[src/rtl/cache_controller_if.sv]
// Bundles the CPU, cache-array and main-memory signals of the cache controller.
// The master modport is the controller's view; the slave modport is the view of
// the CPU, the tag/valid/data arrays and main memory together.
interface cache_controller_if #(
    parameter int TAG_W    = 3,
    parameter int INDEX_W  = 10,
    parameter int OFFSET_W = 2,
    parameter int DATA_W   = 32,
    parameter int CNT_W    = 16
);
    localparam int ADDR_W = TAG_W + INDEX_W + OFFSET_W;

    // CPU side
    logic                        cpuReq;
    logic [ADDR_W-1:0]           cpuAddr;
    logic                        cpuReady;
    logic [DATA_W-1:0]           cpuData;
    // tag / valid array
    logic [INDEX_W-1:0]          tagAddr;
    logic                        tagWrEn;
    logic [TAG_W-1:0]            tagIn;
    logic [TAG_W-1:0]            tagOut;
    logic                        validWrEn;
    logic                        validIn;
    logic                        validOut;
    // data array
    logic [INDEX_W+OFFSET_W-1:0] dataAddr;
    logic                        dataWrEn;
    logic [DATA_W-1:0]           dataIn;
    logic [DATA_W-1:0]           dataOut;
    // main memory
    logic                        memReq;
    logic [TAG_W+INDEX_W-1:0]    memAddr;
    logic                        memReady;
    logic [DATA_W-1:0]           memData;
    // statistics
    logic [CNT_W-1:0]            hitCount;
    logic [CNT_W-1:0]            missCount;

    modport master (
        input  cpuReq, cpuAddr, tagOut, validOut, dataOut, memReady, memData,
        output cpuReady, cpuData, tagAddr, tagWrEn, tagIn, validWrEn, validIn,
               dataAddr, dataWrEn, dataIn, memReq, memAddr, hitCount, missCount
    );

    modport slave (
        output cpuReq, cpuAddr, tagOut, validOut, dataOut, memReady, memData,
        input  cpuReady, cpuData, tagAddr, tagWrEn, tagIn, validWrEn, validIn,
               dataAddr, dataWrEn, dataIn, memReq, memAddr, hitCount, missCount
    );
endinterface

[src/rtl/cache_controller.sv]
// Read-only direct-mapped cache controller: latches a CPU word address, checks
// tag/valid, refills a 4-word block from main memory on a miss, then re-checks.
// Parameters must match those of the connected cache_controller_if instance.
module cache_controller #(
    parameter int TAG_W    = 3,
    parameter int INDEX_W  = 10,
    parameter int OFFSET_W = 2,
    parameter int DATA_W   = 32,
    parameter int CNT_W    = 16
) (
    input  logic                  clk,
    input  logic                  rst,
    cache_controller_if.master    bus
);
    localparam int ADDR_W = TAG_W + INDEX_W + OFFSET_W;
    localparam logic [CNT_W-1:0]    CNT_MAX   = {CNT_W{1'b1}};
    localparam logic [OFFSET_W-1:0] LAST_BEAT = {OFFSET_W{1'b1}};

    typedef enum logic [1:0] {IDLE, COMPARE, REFILL, UPDATE} state_e;

    state_e                   state_q, state_d;
    logic [ADDR_W-1:0]        req_addr_q;
    logic [OFFSET_W-1:0]      beat_q;
    logic                     cpu_ready_q;
    logic [DATA_W-1:0]        cpu_data_q;
    logic                     mem_req_q;
    logic [TAG_W+INDEX_W-1:0] mem_addr_q;
    logic [CNT_W-1:0]         hit_cnt_q;
    logic [CNT_W-1:0]         miss_cnt_q;
    logic                     recheck_q;   // the current compare follows a refill

    logic [TAG_W-1:0]         req_tag_s;
    logic [INDEX_W-1:0]       req_index_s;
    logic [OFFSET_W-1:0]      req_offset_s;
    logic                     hit_s;
    logic                     beat_fire_s;

    assign req_tag_s    = req_addr_q[ADDR_W-1 -: TAG_W];
    assign req_index_s  = req_addr_q[OFFSET_W +: INDEX_W];
    assign req_offset_s = req_addr_q[OFFSET_W-1:0];
    assign hit_s        = bus.validOut && (bus.tagOut == req_tag_s);
    // memReq is high for the whole of REFILL; the term keeps stray beats out
    assign beat_fire_s  = (state_q == REFILL) && mem_req_q && bus.memReady;

    assign bus.cpuReady  = cpu_ready_q;
    assign bus.cpuData   = cpu_data_q;
    assign bus.memReq    = mem_req_q;
    assign bus.memAddr   = mem_addr_q;
    assign bus.hitCount  = hit_cnt_q;
    assign bus.missCount = miss_cnt_q;

    // State register.
    always_ff @(posedge clk) begin
        if (rst) begin
            state_q <= IDLE;
        end else begin
            state_q <= state_d;
        end
    end

    // Next-state logic and combinational array control.
    always_comb begin
        state_d       = state_q;
        bus.tagAddr   = req_index_s;
        bus.dataAddr  = {req_index_s, req_offset_s};
        bus.dataWrEn  = 1'b0;
        bus.dataIn    = bus.memData;
        bus.tagWrEn   = 1'b0;
        bus.validWrEn = 1'b0;
        bus.tagIn     = req_tag_s;
        bus.validIn   = 1'b0;
        case (state_q)
            IDLE: begin
                if (bus.cpuReq) begin
                    state_d = COMPARE;
                end else begin
                    state_d = IDLE;
                end
            end
            COMPARE: begin
                if (hit_s) begin
                    state_d = IDLE;
                end else begin
                    state_d = REFILL;
                end
            end
            REFILL: begin
                bus.dataAddr = {req_index_s, beat_q};
                bus.dataWrEn = beat_fire_s;
                if (beat_fire_s && (beat_q == LAST_BEAT)) begin
                    state_d = UPDATE;
                end else begin
                    state_d = REFILL;
                end
            end
            UPDATE: begin
                bus.tagWrEn   = 1'b1;
                bus.validWrEn = 1'b1;
                bus.validIn   = 1'b1;
                state_d       = COMPARE;
            end
            default: begin
                state_d = IDLE;
            end
        endcase
    end

    // Request latch, CPU response, refill bookkeeping and statistics.
    always_ff @(posedge clk) begin
        if (rst) begin
            req_addr_q  <= '0;
            beat_q      <= '0;
            cpu_ready_q <= 1'b0;
            cpu_data_q  <= '0;
            mem_req_q   <= 1'b0;
            mem_addr_q  <= '0;
            hit_cnt_q   <= '0;
            miss_cnt_q  <= '0;
            recheck_q   <= 1'b0;
        end else begin
            cpu_ready_q <= 1'b0;
            case (state_q)
                IDLE: begin
                    if (bus.cpuReq) begin
                        req_addr_q <= bus.cpuAddr;
                    end
                end
                COMPARE: begin
                    recheck_q <= 1'b0;
                    if (hit_s) begin
                        cpu_ready_q <= 1'b1;
                        cpu_data_q  <= bus.dataOut;
                        if (!recheck_q && (hit_cnt_q != CNT_MAX)) begin
                            hit_cnt_q <= hit_cnt_q + CNT_W'(1);
                        end
                    end else begin
                        if (miss_cnt_q != CNT_MAX) begin
                            miss_cnt_q <= miss_cnt_q + CNT_W'(1);
                        end
                        mem_addr_q <= {req_tag_s, req_index_s};
                        mem_req_q  <= 1'b1;
                        beat_q     <= '0;
                    end
                end
                REFILL: begin
                    if (beat_fire_s) begin
                        beat_q <= beat_q + OFFSET_W'(1);
                        if (beat_q == LAST_BEAT) begin
                            mem_req_q <= 1'b0;
                        end
                    end
                end
                UPDATE: begin
                    recheck_q <= 1'b1;
                end
                default: begin
                    recheck_q <= 1'b0;
                end
            endcase
        end
    end
endmodule

[src/flat_wrapper.sv]
// flat-port wrapper written by rule: the top's interface ports become plain ports
module cache_controller_flat 
#(
    parameter int TAG_W    = 3,
    parameter int INDEX_W  = 10,
    parameter int OFFSET_W = 2,
    parameter int DATA_W   = 32,
    parameter int CNT_W    = 16
)
  (clk, rst, bus_cpuReq, bus_cpuAddr, bus_tagOut, bus_validOut, bus_dataOut, bus_memReady, bus_memData, bus_cpuReady, bus_cpuData, bus_tagAddr, bus_tagWrEn, bus_tagIn, bus_validWrEn, bus_validIn, bus_dataAddr, bus_dataWrEn, bus_dataIn, bus_memReq, bus_memAddr, bus_hitCount, bus_missCount);
  cache_controller_if #(.TAG_W(TAG_W), .INDEX_W(INDEX_W), .OFFSET_W(OFFSET_W), .DATA_W(DATA_W), .CNT_W(CNT_W)) bus_i ();
  input  logic clk;
  input  logic rst;
  input wire logic [$bits(bus_i.cpuReq)-1:0] bus_cpuReq;
  input wire logic [$bits(bus_i.cpuAddr)-1:0] bus_cpuAddr;
  input wire logic [$bits(bus_i.tagOut)-1:0] bus_tagOut;
  input wire logic [$bits(bus_i.validOut)-1:0] bus_validOut;
  input wire logic [$bits(bus_i.dataOut)-1:0] bus_dataOut;
  input wire logic [$bits(bus_i.memReady)-1:0] bus_memReady;
  input wire logic [$bits(bus_i.memData)-1:0] bus_memData;
  output wire logic [$bits(bus_i.cpuReady)-1:0] bus_cpuReady;
  output wire logic [$bits(bus_i.cpuData)-1:0] bus_cpuData;
  output wire logic [$bits(bus_i.tagAddr)-1:0] bus_tagAddr;
  output wire logic [$bits(bus_i.tagWrEn)-1:0] bus_tagWrEn;
  output wire logic [$bits(bus_i.tagIn)-1:0] bus_tagIn;
  output wire logic [$bits(bus_i.validWrEn)-1:0] bus_validWrEn;
  output wire logic [$bits(bus_i.validIn)-1:0] bus_validIn;
  output wire logic [$bits(bus_i.dataAddr)-1:0] bus_dataAddr;
  output wire logic [$bits(bus_i.dataWrEn)-1:0] bus_dataWrEn;
  output wire logic [$bits(bus_i.dataIn)-1:0] bus_dataIn;
  output wire logic [$bits(bus_i.memReq)-1:0] bus_memReq;
  output wire logic [$bits(bus_i.memAddr)-1:0] bus_memAddr;
  output wire logic [$bits(bus_i.hitCount)-1:0] bus_hitCount;
  output wire logic [$bits(bus_i.missCount)-1:0] bus_missCount;
  assign bus_i.cpuReq = bus_cpuReq;
  assign bus_i.cpuAddr = bus_cpuAddr;
  assign bus_i.tagOut = bus_tagOut;
  assign bus_i.validOut = bus_validOut;
  assign bus_i.dataOut = bus_dataOut;
  assign bus_i.memReady = bus_memReady;
  assign bus_i.memData = bus_memData;
  assign bus_cpuReady = bus_i.cpuReady;
  assign bus_cpuData = bus_i.cpuData;
  assign bus_tagAddr = bus_i.tagAddr;
  assign bus_tagWrEn = bus_i.tagWrEn;
  assign bus_tagIn = bus_i.tagIn;
  assign bus_validWrEn = bus_i.validWrEn;
  assign bus_validIn = bus_i.validIn;
  assign bus_dataAddr = bus_i.dataAddr;
  assign bus_dataWrEn = bus_i.dataWrEn;
  assign bus_dataIn = bus_i.dataIn;
  assign bus_memReq = bus_i.memReq;
  assign bus_memAddr = bus_i.memAddr;
  assign bus_hitCount = bus_i.hitCount;
  assign bus_missCount = bus_i.missCount;
  cache_controller #(.TAG_W(TAG_W), .INDEX_W(INDEX_W), .OFFSET_W(OFFSET_W), .DATA_W(DATA_W), .CNT_W(CNT_W)) u_core (.clk(clk), .rst(rst), .bus(bus_i));
endmodule
[config.mk]
export PLATFORM = sky130hd
export DESIGN_NAME = cache_controller_flat
export DESIGN_NICKNAME = d
export VERILOG_FILES = /design/src/rtl/cache_controller_if.sv /design/src/rtl/cache_controller.sv /design/src/flat_wrapper.sv
export SDC_FILE = /design/constraint.sdc
export NUM_CORES = 1
export LEC_CHECK = 0
export CORE_MARGIN = 2
export CORE_UTILIZATION = 30
export CTS_CLUSTER_DIAMETER = 80
export DETAILED_ROUTE_END_ITERATION = 8
export PLACE_DENSITY = 0.75
export SYNTH_ARGS = -nofsm -noshare
export SYNTH_HDL_FRONTEND = slang
export SYNTH_SLANG_ARGS = --single-unit
export TNS_END_PERCENT = 10
[constraint.sdc]
create_clock -name clk -period 3.26 [get_ports clk]
set_clock_uncertainty 0.1 [all_clocks]
set_input_delay 0.815 -clock clk [delete_from_list [all_inputs] [get_ports clk]]
set_output_delay 0.815 -clock clk [all_outputs]
set_load 0.01 [all_outputs]
======== Word level (Yosys, flattened, before mapping) ========
Cells that the tools add are included.
cells by class
  bitwise logic cells ..................... 2
  order comparisons ....................... 0
  div/mod/pow operators ................... 0
  $add $sub $neg .......................... 3
  multiplexer cells ....................... 16
  $mul .................................... 0
  reduce and logical (&&, ||, !) cells .... 17
  shift operators ......................... 0
  eq/ne operators ......................... 10
operator list
  cell                                                                      count
  16-bit by 1-bit adder with 16-bit output (second input constant)          2
  16-bit inequality test (second input constant)                            2
  3-bit AND reduction                                                       3
  1-bit 2-to-1 mux                                                          8
  2-bit 2-to-1 mux                                                          4
  2-bit one-hot mux with 4 select lines                                     1
  2-bit == test (second input constant)                                     3
  2-bit AND reduction                                                       3
  1-bit logical AND                                                         5
  2-bit inequality test (second input constant)                             2
  1-bit one-hot mux with 2 select lines                                     2
  2-bit one-hot mux with 2 select lines                                     1
  4-bit AND reduction                                                       1
  2-bit nonzero test                                                        2
  3-bit == test                                                             1
  2-bit by 1-bit adder with 2-bit output (second input constant)            1
  2-bit by 1-bit == test with 1-bit output (second input constant)          1
  2-bit logical NOT                                                         1
  2-bit by 1-bit inequality test with 1-bit output (second input constant)  1
  1-bit inverter                                                            2
  2-bit OR reduction                                                        1
  1-bit logical NOT                                                         1
word-level totals
  RAM bits ................................ 0
  register bits ........................... 99
  memories ................................ 0
  bits in read-only memories .............. 0
  output and inout port bits .............. 140
  latch bits .............................. 0

======== Depth between registers and ports, before layout ========
  word-level depth ........................ 6
  mapped depth ............................ 8

======== Least setup slack after synthesis ========
No wires, ideal clock.
  kind .................................... input to register
  start point ............................. in bus_tagOut[1]
  end point ............................... reg u_core.hit_cnt_q[8], in the netlist u_core.bus.hitCount[8]
  buffers on the path ..................... 0
  cell stages on the path ................. 5
  setup time .............................. 0.070 ns
  setup slack ............................. 1.188 ns
  data required time ...................... 3.090 ns
  arrival ................................. 1.902 ns
  path through ............................ xnor2_2 > nand4_2 > nand4b_4 > or3_1 > a21oi_1
between the ends
  longest elaborated chain between the ends .. 3
ends and longest elaborated chain
  what                                  RTL line                 RTL
  start: declaration                    flat_wrapper.sv:16       input wire logic [$bits(bus_i.tagOut)-1:0] bus_tagOut;
  3-bit == test                         cache_controller.sv:41   assign hit_s = bus.validOut && (bus.tagOut == req_tag_s);
  1-bit logical AND                     cache_controller.sv:41
  3-bit AND reduction (no source line)  -
  end signal: assignment                cache_controller.sv:134  hit_cnt_q <= hit_cnt_q + CNT_W'(1);
  end: declaration                      cache_controller.sv:28   logic [CNT_W-1:0] hit_cnt_q;
Every way passes these cells.
A chain may end at the register's enable or synchronous reset.

======== Worst setup path in the final report ========
  start point ............................. in bus_memReady
  end point ............................... out bus_dataWrEn
between the ends
  longest elaborated chain between the ends .. 2
ends and longest elaborated chain
  what                RTL line                RTL
  start: declaration  flat_wrapper.sv:19      input wire logic [$bits(bus_i.memReady)-1:0] bus_memReady;
  1-bit logical AND   cache_controller.sv:43  assign beat_fire_s = (state_q == REFILL) && mem_req_q && bus.memReady;
  1-bit 2-to-1 mux    cache_controller.sv:72  case (state_q)
  end: declaration    flat_wrapper.sv:29      output wire logic [$bits(bus_i.dataWrEn)-1:0] bus_dataWrEn;
Every way passes these cells.

==> impl_metrics.yaml <==
clock_network:
  htreeDepth: 3
  ctsHoldBuffers: 0
  postCtsSetupBuffers: 0
  cts_buffer_depth: 2
  ctsResizeCount: 0
  cts-buffers-inserted: 9
  clk_pin_slew_worst_paths_ns: 0.07
  clock_latency_ns: 0.34
  cts.sinks: 99
  cts-root-buf: "clkbuf_16"
  cts_tree: "built"
synth:
  async_reset_ff_frac: 0
  syn_inst: 548
  syn_avg_cell_area_um2: 8.231
  synth-main-ff-cell: "dfxtp_1"
  seq_area_frac_synth: 0.4394
  synth_edf_count: 0
  ys_types: 37
  syn_nets: 643
  syn_area_um2: 4511
  synth_warnings: 0
  synth-seq-cells: 99
route:
  ant_nets: 0
  drt-wirelength-per-cell_um: 13.74
  vias: 3865
  finalWirelength_um: 11400
  first_iter_violations: 91
  first_pass_iters: 4
  drc_errors: 0
  avgViaCountPerCell: 4.657
floorplan:
  die_w_um: 126.6
  coreArea_um2: 14590
  die_h_um: 126.6
  ios: 227
  rows: 44
  dieArea_um2: 16030
  initial_utilization: 0.3092
global_route:
  grt.overflow.total: 0
  grt_pass1_vias: 3638
  antenna_found_initial: 0
  grt_use_total: 0.1420
  grt_pass1_wl_um: 18400
  grt_max_degree: 54
place:
  pre_cts_slack_ns: 0.2997
  gp_routability_congestion: 0.7832
  portBuffers: 162
  hpwlAfterDp_um: 8077
pwr:
  powerDensity_nw_per_um2: 444.4
  power_leakage_nw: 2.078
  max-vdd-ir-drop_v: 0.0002106
worst_setup_path:
  start_kind: "input port"
  cp.required_ns: 2.34
  cp_slowest_stage_delay_ns: 0.56
  crit_fanout: 4
  arrival_ns: 2.06
  crit_path_frequent_cell: "clkdlybuf4s50_1"
  crit_type: "in -> out"
  cp-end-kind: "output pin"
  slowest_stage: "clkdlybuf4s50_1"
  crit_chain: "clkdlybuf4s50_1 > and3_1 > clkdlybuf4s50_1"
sta:
  setup_ws_ns: 0.2825
  worst_slew_pin_slew_ns: 0.6155
  timing.final.crit_period_ns: 2.977
  maxSlewViolCount: 0
  max_freq_ghz: 0.3359
  rsz0062_at_grt: "no"
  tns_ns: 0
  setup_viol_count_final: 0
  post-route-period-util: 0.9133
  hold_viol_final: 0
  relSlewSlack: 0.5896
  whs_ns: 0.3526
cells_and_area:
  layout.nets: 736
  multi_input_area_um2: 1954
  area_delta_synth_final_pct: 37.98
  fillers: 1458
  regArea_um2: 1982
  diodes: 0
  layout-drive-gt1-share: 0.05573
min_path:
  hold_class: "reg -> reg"
outcome:
  status: "finished clean"
job:
  cap_violations: 0
## metrics by stage
| step | cells | power [mW] | util | cell area (um^2) |
|---|---|---|---|---|
| 6_report | 830 | 2.765 | 0.4266 | 6223 |
| 5_1_grt | 830 | 2.876 | 0.4266 | 6223 |
| 2_1_floorplan | 548 | 1.439 | - | 4511 |
| 3_3_place_gp | 814 | 1.527 | 0.4018 | 5862 |
| 3_5_place_dp | 814 | 1.530 | 0.4018 | 5862 |
| 4_1_cts | 830 | 2.816 | 0.4266 | 6223 |
## worst paths after layout
check	depth (start not counted)	slack, ns	endpoint	from
max reg2reg	7	1.19	u_core.bus.hitCount[1]$_SDFFE_PP0P_	flip-flop
min reg2reg	2	0.35	u_core.bus.cpuData[4]$_SDFFE_PP0P_	u_core.bus.cpuData[4]$_SDFFE_PP0P_
min	2	0.35	u_core.bus.cpuData[4]$_SDFFE_PP0P_	u_core.bus.cpuData[4]$_SDFFE_PP0P_
max	3	0.28	bus_dataWrEn	bus_memReady
## placed cells by master, fill, tap and decap left out, drive strengths merged
master	Yosys	routed
nor4	11	11
nand4b	2	2
or3	4	4
a311oi	1	1
and4b	1	1
nor4b	1	1
nor2	37	37
o21ai	5	5
inv	5	5
xnor2	28	28
clkbuf	15	12
clkinv	0	1
bufinv	0	3
nand4	8	8
nand3	11	11
nor3b	2	2
dfxtp	99	99
a31oi	1	1
and4	9	9
and2	3	3
nand2	135	135
buf	71	7
clkdlybuf4s50	0	161
nor3	11	11
a41o	1	1
mux2	2	2
and3	4	4
a22oi	1	1
a21oi	68	68
mux2i	3	3
o21a	1	1
ha	8	8
## worst max-delay path: cells and delay by family
family,cells,cell delay (ns)
buffers and inverters,2,1.03
AND/OR/NAND/NOR,1,0.22
## cells in the mapped netlist (3+ instances only)
library cell  instances  share of area
ha_1                  8          0.022
nor3_1               11          0.012
nor4_2                4          0.011
nand3_1              11          0.012
dfxtp_1              99           0.44
a21oi_1              68          0.075
nor2_1               37          0.031
mux2i_1               3         0.0067
xnor2_2               3          0.011
o21ai_0               5         0.0055
or3_1                 4         0.0055
nand4_1               7         0.0097
and4_1                9          0.017
clkbuf_1             15          0.012
buf_2                11          0.012
xnor2_1              25          0.049
nand2_1             135           0.11
nor4_1                7         0.0097
buf_4                57          0.095
and3_1                4         0.0055
inv_1                 5         0.0042
## cells by family after synthesis
group                      share of synthesized area
AOI/OAI and AO/OA                            0.08988
xor gates and xnor gates                     0.05936
and+or+nand+nor                               0.2496
adders and majority gates                    0.02219
buffers and inverters                         0.1279
muxes                                        0.01165
DFF                                           0.4394
## metal layers
layer | wire, um | global-route usage | vias up
met4 | 342 | 0.07240 | 0
met5 | 0 | 0 | -
met3 | 555 | 0.03121 | 27
met2 | 5270 | 0.2303 | 120
li1 | - | - | 1953
met1 | 5233 | 0.1773 | 1765
## report_power, final
group          switching, mW  leakage [nW]  internal (mW)  total, mW
sequential            0.0229         0.801           1.23       1.25
combinational          0.110          1.10          0.136      0.245
clock                  0.454         0.179          0.812       1.27
## state kept, by name (all words and copies together), names as in the netlist, named ones only
signal and flops:
u_core.beat_q 2, u_core.recheck_q 1, u_core.bus.memReq 1, u_core.bus.cpuData 32, u_core.bus.missCount 16, u_core.bus.hitCount 16, u_core.state_q 1, u_core.req_addr_q 15
u_core.bus.memAddr 13, u_core.bus.cpuReady 1
## final cells by class
cell class              instances  share of cell area
well taps                     184             0.03699
clock inverters                 4             0.01528
multi-input cells             358              0.3140
flip-flops and latches         99              0.3185
inverters                       5            0.003016
clock buffers                  12             0.04282
repair buffers                168              0.2694
(Power assumes the default switching activity.)
